[config.mk]
export PLATFORM = sky130hd
export DESIGN_NAME = lcd_write_ctrl
export DESIGN_NICKNAME = d
export VERILOG_FILES = /design/src/rtl/lcd_write_ctrl.sv
export SDC_FILE = /design/constraint.sdc
export NUM_CORES = 1
export LEC_CHECK = 0
export BUFFER_PORTS_ARGS = -buffer_cell sky130_fd_sc_hd__buf_2
export CAP_MARGIN = 20
export CORE_MARGIN = 2
export CORE_UTILIZATION = 25
export CTS_CLUSTER_SIZE = 14
export DETAILED_ROUTE_END_ITERATION = 7
export SYNTH_ARGS = -nofsm -noshare
export SYNTH_HDL_FRONTEND = slang
export SYNTH_SLANG_ARGS = --single-unit
[constraint.sdc]
create_clock -name clk -period 3.5 [get_ports clk]
set_clock_uncertainty 0.1 [all_clocks]
set_input_delay 0.525 -clock clk [delete_from_list [all_inputs] [get_ports clk]]
set_output_delay 0.525 -clock clk [all_outputs]
set_load 0.03 [all_outputs]
[src/rtl/lcd_write_ctrl.sv]
// HD44780-style 4-bit LCD write controller.
// Arbitrates the bus between the init sequencer and a byte write path.
module lcd_write_ctrl #(
  parameter int T_SETUP     = 4,
  parameter int T_EPW       = 25,
  parameter int T_NIB_GAP   = 100,
  parameter int T_EXEC      = 4000,
  parameter int T_EXEC_LONG = 152000
) (
  input  logic       clk,
  input  logic       rst,
  input  logic       init_done,
  input  logic [3:0] init_db,
  input  logic       init_rs,
  input  logic       init_rw,
  input  logic       init_e,
  input  logic       req_valid,
  input  logic       req_rs,
  input  logic [7:0] req_data,
  output logic       req_ready,
  output logic [3:0] lcd_db,
  output logic       lcd_rs,
  output logic       lcd_rw,
  output logic       lcd_e,
  output logic       busy
);

  typedef enum logic [2:0] {
    IDLE, SETUP_H, EPW_H, GAP, SETUP_L, EPW_L, EXEC
  } state_t;

  localparam logic [17:0] C_SETUP = 18'(T_SETUP - 1);
  localparam logic [17:0] C_EPW   = 18'(T_EPW - 1);
  localparam logic [17:0] C_GAP   = 18'(T_NIB_GAP - 1);
  localparam logic [17:0] C_EXEC  = 18'(T_EXEC - 1);
  localparam logic [17:0] C_LONG  = 18'(T_EXEC_LONG - 1);

  state_t      state_q, state_d;
  logic [17:0] cnt_q, cnt_d;
  logic        owner_q, owner_d;
  logic        rs_q, rs_d;
  logic [7:0]  data_q, data_d;
  logic [3:0]  db_q, db_d;
  logic        lrs_q, lrs_d;
  logic        rw_q, rw_d;
  logic        e_q, e_d;
  logic        ready_q, ready_d;
  logic        busy_q, busy_d;
  logic        long_cmd;

  always_comb begin
    state_d  = state_q;
    cnt_d    = cnt_q;
    rs_d     = rs_q;
    data_d   = data_q;
    owner_d  = owner_q | (init_done & (state_q == IDLE));
    long_cmd = !rs_q && (data_q == 8'h01 || data_q == 8'h02
                         || data_q == 8'h03);

    if (state_q == IDLE) begin
      if (req_valid && ready_q) begin
        rs_d    = req_rs;
        data_d  = req_data;
        state_d = SETUP_H;
        cnt_d   = C_SETUP;
      end
    end else if (cnt_q != 18'd0) begin
      cnt_d = cnt_q - 18'd1;
    end else begin
      unique case (state_q)
        SETUP_H: begin state_d = EPW_H;   cnt_d = C_EPW;   end
        EPW_H:   begin state_d = GAP;     cnt_d = C_GAP;   end
        GAP:     begin state_d = SETUP_L; cnt_d = C_SETUP; end
        SETUP_L: begin state_d = EPW_L;   cnt_d = C_EPW;   end
        EPW_L: begin
          state_d = EXEC;
          cnt_d   = long_cmd ? C_LONG : C_EXEC;
        end
        default: begin state_d = IDLE; cnt_d = 18'd0; end
      endcase
    end

    // Outputs track the next state so the pins are registered.
    db_d  = db_q;
    lrs_d = lrs_q;
    rw_d  = 1'b0;
    e_d   = 1'b0;
    if (!owner_d) begin
      db_d  = init_db;
      lrs_d = init_rs;
      rw_d  = init_rw;
      e_d   = init_e;
    end else begin
      unique case (state_d)
        SETUP_H, EPW_H, GAP: begin
          db_d  = data_d[7:4];
          lrs_d = rs_d;
        end
        SETUP_L, EPW_L, EXEC: begin
          db_d  = data_d[3:0];
          lrs_d = rs_d;
        end
        default: ;
      endcase
      e_d = (state_d == EPW_H) || (state_d == EPW_L);
    end

    ready_d = owner_d && (state_d == IDLE);
    busy_d  = (state_d != IDLE);
  end

  always_ff @(posedge clk) begin
    if (rst) begin
      state_q <= IDLE;
      cnt_q   <= 18'd0;
      owner_q <= 1'b0;
      rs_q    <= 1'b0;
      data_q  <= 8'd0;
      db_q    <= 4'd0;
      lrs_q   <= 1'b0;
      rw_q    <= 1'b0;
      e_q     <= 1'b0;
      ready_q <= 1'b0;
      busy_q  <= 1'b0;
    end else begin
      state_q <= state_d;
      cnt_q   <= cnt_d;
      owner_q <= owner_d;
      rs_q    <= rs_d;
      data_q  <= data_d;
      db_q    <= db_d;
      lrs_q   <= lrs_d;
      rw_q    <= rw_d;
      e_q     <= e_d;
      ready_q <= ready_d;
      busy_q  <= busy_d;
    end
  end

  assign req_ready = ready_q;
  assign lcd_db    = db_q;
  assign lcd_rs    = lrs_q;
  assign lcd_rw    = rw_q;
  assign lcd_e     = e_q;
  assign busy      = busy_q;

endmodule

### Word-level counts from Yosys, hierarchy flattened

Cells that the tools add are included.
Widths: inputs -> output; s select.

| cells by class | value |
|---|---|
| $add $sub $neg | 1 |
| equality and inequality tests | 17 |
| mux-type cells | 18 |
| bitwise operators | 2 |
| reduce and logical (&&, ||, !) cells | 16 |

Operators by type and width:

| operator | count |
|---|---|
| $mux 18 | 4 |
| $pmux 18 s4 | 1 |
| $reduce_bool 18->1 | 1 |
| $sub 18x1->18 const B | 1 |
| $eq 8x2->1 const B | 2 |
| $mux 8 | 2 |
| $eq 3x3->1 const B | 5 |
| $pmux 3 s5 | 1 |
| $eq 3x2->1 const B | 4 |
| $mux 3 | 3 |
| $eq 8x1->1 const B | 1 |
| $pmux 4 s2 | 1 |
| $eq 3x1->1 const B | 2 |
| $logic_not 3->1 | 2 |
| $reduce_or 3->1 | 2 |
| $reduce_or 6->1 | 1 |
| $mux 1 | 5 |
| $mux 4 | 1 |
| $reduce_or 2->1 | 2 |
| $logic_and 1x1->1 | 3 |
| $logic_or 1x1->1 | 3 |
| $ne 3x1->1 const B | 1 |
| $reduce_bool 3->1 | 1 |
| $ne 2x1->1 const B | 1 |
| other kinds (4) | 4 |

| word-level totals | value |
|---|---|
| flip-flop bits (word level) | 40 |
| bits of input ports | 20 |
| output and inout bits | 9 |
| word-level logic and storage cells | 65 |

### Logic depth before layout (Yosys ltp)

| logic depth | value |
|---|---|
| word-level depth | 8 |
| gate-level depth with buffers | 10 |
| depth with buffers taken out | 8 |

### Worst setup path after synthesis

No wires, ideal clock.

| timing path | value |
|---|---|
| path kind | reg2reg |
| from | register cnt_q[0] |
| to | register db_q[1], in the netlist lcd_db[1] |
| setup time | 0.123 ns |
| arrival time | 2.233 ns |
| required time | 3.277 ns |
| path slack | 1.045 ns |
| stages on the path, launching flop included | 9 |
| buffers on the path | 0 |
| cells stage by stage | dfxtp_1 inv_1 ha_1 or3b_1 or3_4 or4_4 and3_4 a22oi_1 o21ai_1 |

| on the way | value |
|---|---|
| cells in the longest elaborated chain, start to end | 7 |
| elaborated cells between the ends (all ways) | 14 |

RTL lines:

| item | line | text |
|---|---|---|
| start, declared | 39 | `logic [17:0] cnt_q, cnt_d;` |
| start signal, assigned | 127 | `cnt_q <= cnt_d;` |
| $reduce_bool 18->1 (*) | 67 | `end else if (cnt_q != 18'd0) begin` |
| $mux 3 (*) | 67 |  |
| $mux 3 (*) | 60 | `if (state_q == IDLE) begin` |
| $eq 3x3->1, or another cell as far along | 94 | `unique case (state_d)` |
| $reduce_or 3->1 | 94 |  |
| $pmux 4 s2 | 94 |  |
| $mux 4 | 88 | `if (!owner_d) begin` |
| end signal, assigned | 119 | `db_q <= 4'd0;` |
| end signal, assigned | 131 | `db_q <= db_d;` |
| end, declared | 43 | `logic [3:0] db_q, db_d;` |

Every way passes the cells marked *; elsewhere a longest branch is shown, timed or not.
A chain may end at the register's enable or synchronous reset.

### Worst setup path in the final report

| timing path | value |
|---|---|
| from | register cnt_q[0] |
| to | register cnt_q[11] |

| on the way | value |
|---|---|
| cells in the longest elaborated chain, start to end | 3 |
| elaborated cells between the ends (all ways) | 4 |

RTL lines:

| item | line |
|---|---|
| $sub 18x1->18 or $reduce_bool 18->1 (tied branches) | 68, 67 |
| $mux 18 (*) | 67 |
| $mux 18 (*) | 60 |

Marks and branches as above.

==> impl_metrics.tcl <==
set metrics [dict create \
    crit_type "flop to flop" \
    grt_pass1_wl_mm 10.1 \
    syn_area_per_cell_um2 7.53 \
    rsz0062_at_grt "no" \
    hold_violations 0 \
    min_to "lcd_rw" \
    min_from "init_rw" \
    yosysSeqAreaShare 0.363 \
    crit_slowest_cell "or3b_1" \
    start_kind "flop" \
    synthFlopType "dfxtp_1" \
    synth_common_cells "nand2_1 (43), dfxtp_1 (40), a21oi_1 (27)" \
    report.final.slew_viol_count 0 \
    slew_headroom 0.509 \
    die_h_um 97.9 \
    clock_sinks 40 \
    port_buffers 28 \
    grt_max_degree 22 \
    ys_types 51 \
    critPathMaxFanout 12 \
    cp_data_arrival_time_ns 2.88 \
    viasPerCell 5.17 \
    synth_cells 293 \
    hold_buffers 0 \
    die_w_um 97.9 \
    clock_path_buffers 2 \
    num_io_pins 29 \
    nFillCells 935 \
    status "finished clean" \
    postRouteAntennaNets 0 \
    diodes 0 \
    numCtsBuffers 5 \
    fp-row-count 34 \
    hp-class "input port to flop" \
    start_util 0.255 \
    fmax_mhz 359 \
    path_buf_inv 1 \
    grt_usage 0.127 \
    syn_area_um2 2210 \
    cts_setup_buffers 0 \
    timing.rr.start "cnt_q[0]" \
    clk_latency_ns 0.30 \
    firstDrtPassIters 4 \
    antenna_found_initial 0 \
    async_flop_share 0 \
    htreeDepth 2 \
    hold_path_depth 2 \
    crit_required_ns 3.60 \
    dp_hpwl_mm 4.40 \
    yosysWarnings 0 \
    grt_overflow 0 \
    root_buffer "clkbuf_8" \
    cap_violations 0 \
    path_cells "inv_1 -> ha_1 -> or3b_1 -> or3_4 -> nor2_1 -> a21oi_1 -> a21o_1 -> a22o_1" \
    ys_top_cells_by_area "dfxtp_1 (36%), nand2_1 (7.3%), a21oi_1 (6.1%), o21ai_0 (5.2%), nor2_1 (3.9%)" \
    worstSetupEndpointType "flop" \
    drive_gt1_frac 0.149 \
    rrSetupSlack_ns 0.72 \
    ys_ff_latch 40 \
    tns_ns 0 \
    core-area_um2 8640 \
    syn2layout_area_growth_pct 15.7 \
    synth_enable_flop_cells 0 \
    reg2reg_to "cnt_q[11]" \
    num_vias 2191 \
    synth_top_cell_by_area "dfxtp_1" \
    syn_nets 314 \
    dieArea_um2 9590 \
    worst_pin_slew_ns 0.735 \
    synth_top_area_frac 0.363 \
    cts_tree "yes" \
    grt_pass1_vias 2126 \
    nets 336 \
    cpLargestDelayFamily "simple AND/OR/NAND/NOR gates" \
    cts.clk_slew.worst_paths_ns 0.08 \
    synth.most_common_cell "nand2_1" \
    routedWlPerCell_um 14.2 \
    cpPeakStageDelay_ns 0.45 \
    drc_errors 0 \
    period_share 0.795 \
    gp_congestion 0.901 \
    fin_crit_ns 2.78 \
    setup_viol 0 \
    first_iter_violations 149 \
    drt-total-wl_mm 6.01 \
    cts_resized 0 \
    r2r_cells 8 \
]
==> sequential cells by signal, summed over array words and instances (netlist names) <==
register and cells:
state_q 3, data_q 8, busy 1, lcd_rs 1, owner_q 1, lcd_e 1
rs_q 1, lcd_db 4, req_ready 1, lcd_rw 1, cnt_q 18
==> layer usage <==
layer	part of all wire	global-route usage	routed length [µm]
met1	0.48	0.166	2910
met2	0.46	0.208	2790
met3	0.041	0.0301	246
met4	0.011	0.0417	68
met5	0	0	0
==> worst max path at each step <==
stage,start,end,slack [ns],depth (start not counted)
after floorplan,cnt_q[0],lcd_db[1],1.04,8
after global placement,cnt_q[0],cnt_q[11],0.77,8
after detailed placement,cnt_q[0],cnt_q[11],0.72,8
after CTS,cnt_q[0],cnt_q[11],0.70,8
after global routing,cnt_q[0],cnt_q[0],0.41,8
final,cnt_q[0],cnt_q[11],0.72,8
==> placed cells by master (no fill, tap or decap), types with 2 or more instances in the layout <==
master	netlist	layout
a21o_1	7	7
buf_2	0	28
dfxtp_1	40	40
a221oi_1	3	3
or4_4	2	2
nor3_1	15	15
mux2i_1	2	2
o31ai_1	5	5
and2_1	4	4
nor4_1	5	5
a31oi_1	3	3
a21oi_1	27	27
nand2b_1	4	4
inv_1	12	12
nand3_1	6	6
or3_1	3	3
or4_1	2	2
nand4_1	3	3
a22oi_1	7	7
and3_1	4	4
clkbuf_8	0	5
buf_4	1	3
o22ai_1	2	2
nand2_1	43	43
a311oi_1	3	3
o21ai_0	23	23
xor2_1	2	2
o211ai_1	3	3
o31a_1	2	2
nor2_1	23	23
o21ai_1	2	2
==> cell families after synthesis <==
| logic type | after synthesis | synth area share |
|---|---|---|
| AOI/OAI and AO/OA | 99 | 0.293 |
| xor gates and xnor gates | 3 | 0.0119 |
| adders and majority gates | 1 | 0.00567 |
| buffers and inverters | 28 | 0.0493 |
| DFF | 40 | 0.363 |
| muxes | 3 | 0.0142 |
| and+or+nand+nor | 119 | 0.263 |
==> area by class of cell <==
| type | count | area, µm² | area share |
|---|---|---|---|
| Multi-Input combinational cell | 225 | 1300 | 0.508 |
| Clock inverter | 3 | 42.5 | 0.0167 |
| Clock buffer | 5 | 68.8 | 0.0270 |
| Timing Repair Buffer | 31 | 163 | 0.0638 |
| Tap cell | 108 | 135 | 0.0530 |
| Inverter | 12 | 45.0 | 0.0177 |
| Sequential cell | 40 | 801 | 0.314 |
==> through the flow <==
step                utilization  hold WS (ns)  instance area (µm²)  worst slack, ns  cells
finish                    0.295         0.351                 2550            0.716    424
global route              0.295         0.351                 2550            0.409    424
floorplan                     -         0.333                 2210             1.04    293
global placement          0.283         0.360                 2440            0.772    416
detailed placement        0.283         0.352                 2440            0.721    416
CTS                       0.295         0.353                 2550            0.701    424
Power is not shown: default switching activity piles up to over one toggle a cycle in this logic, so the estimate is an artifact.
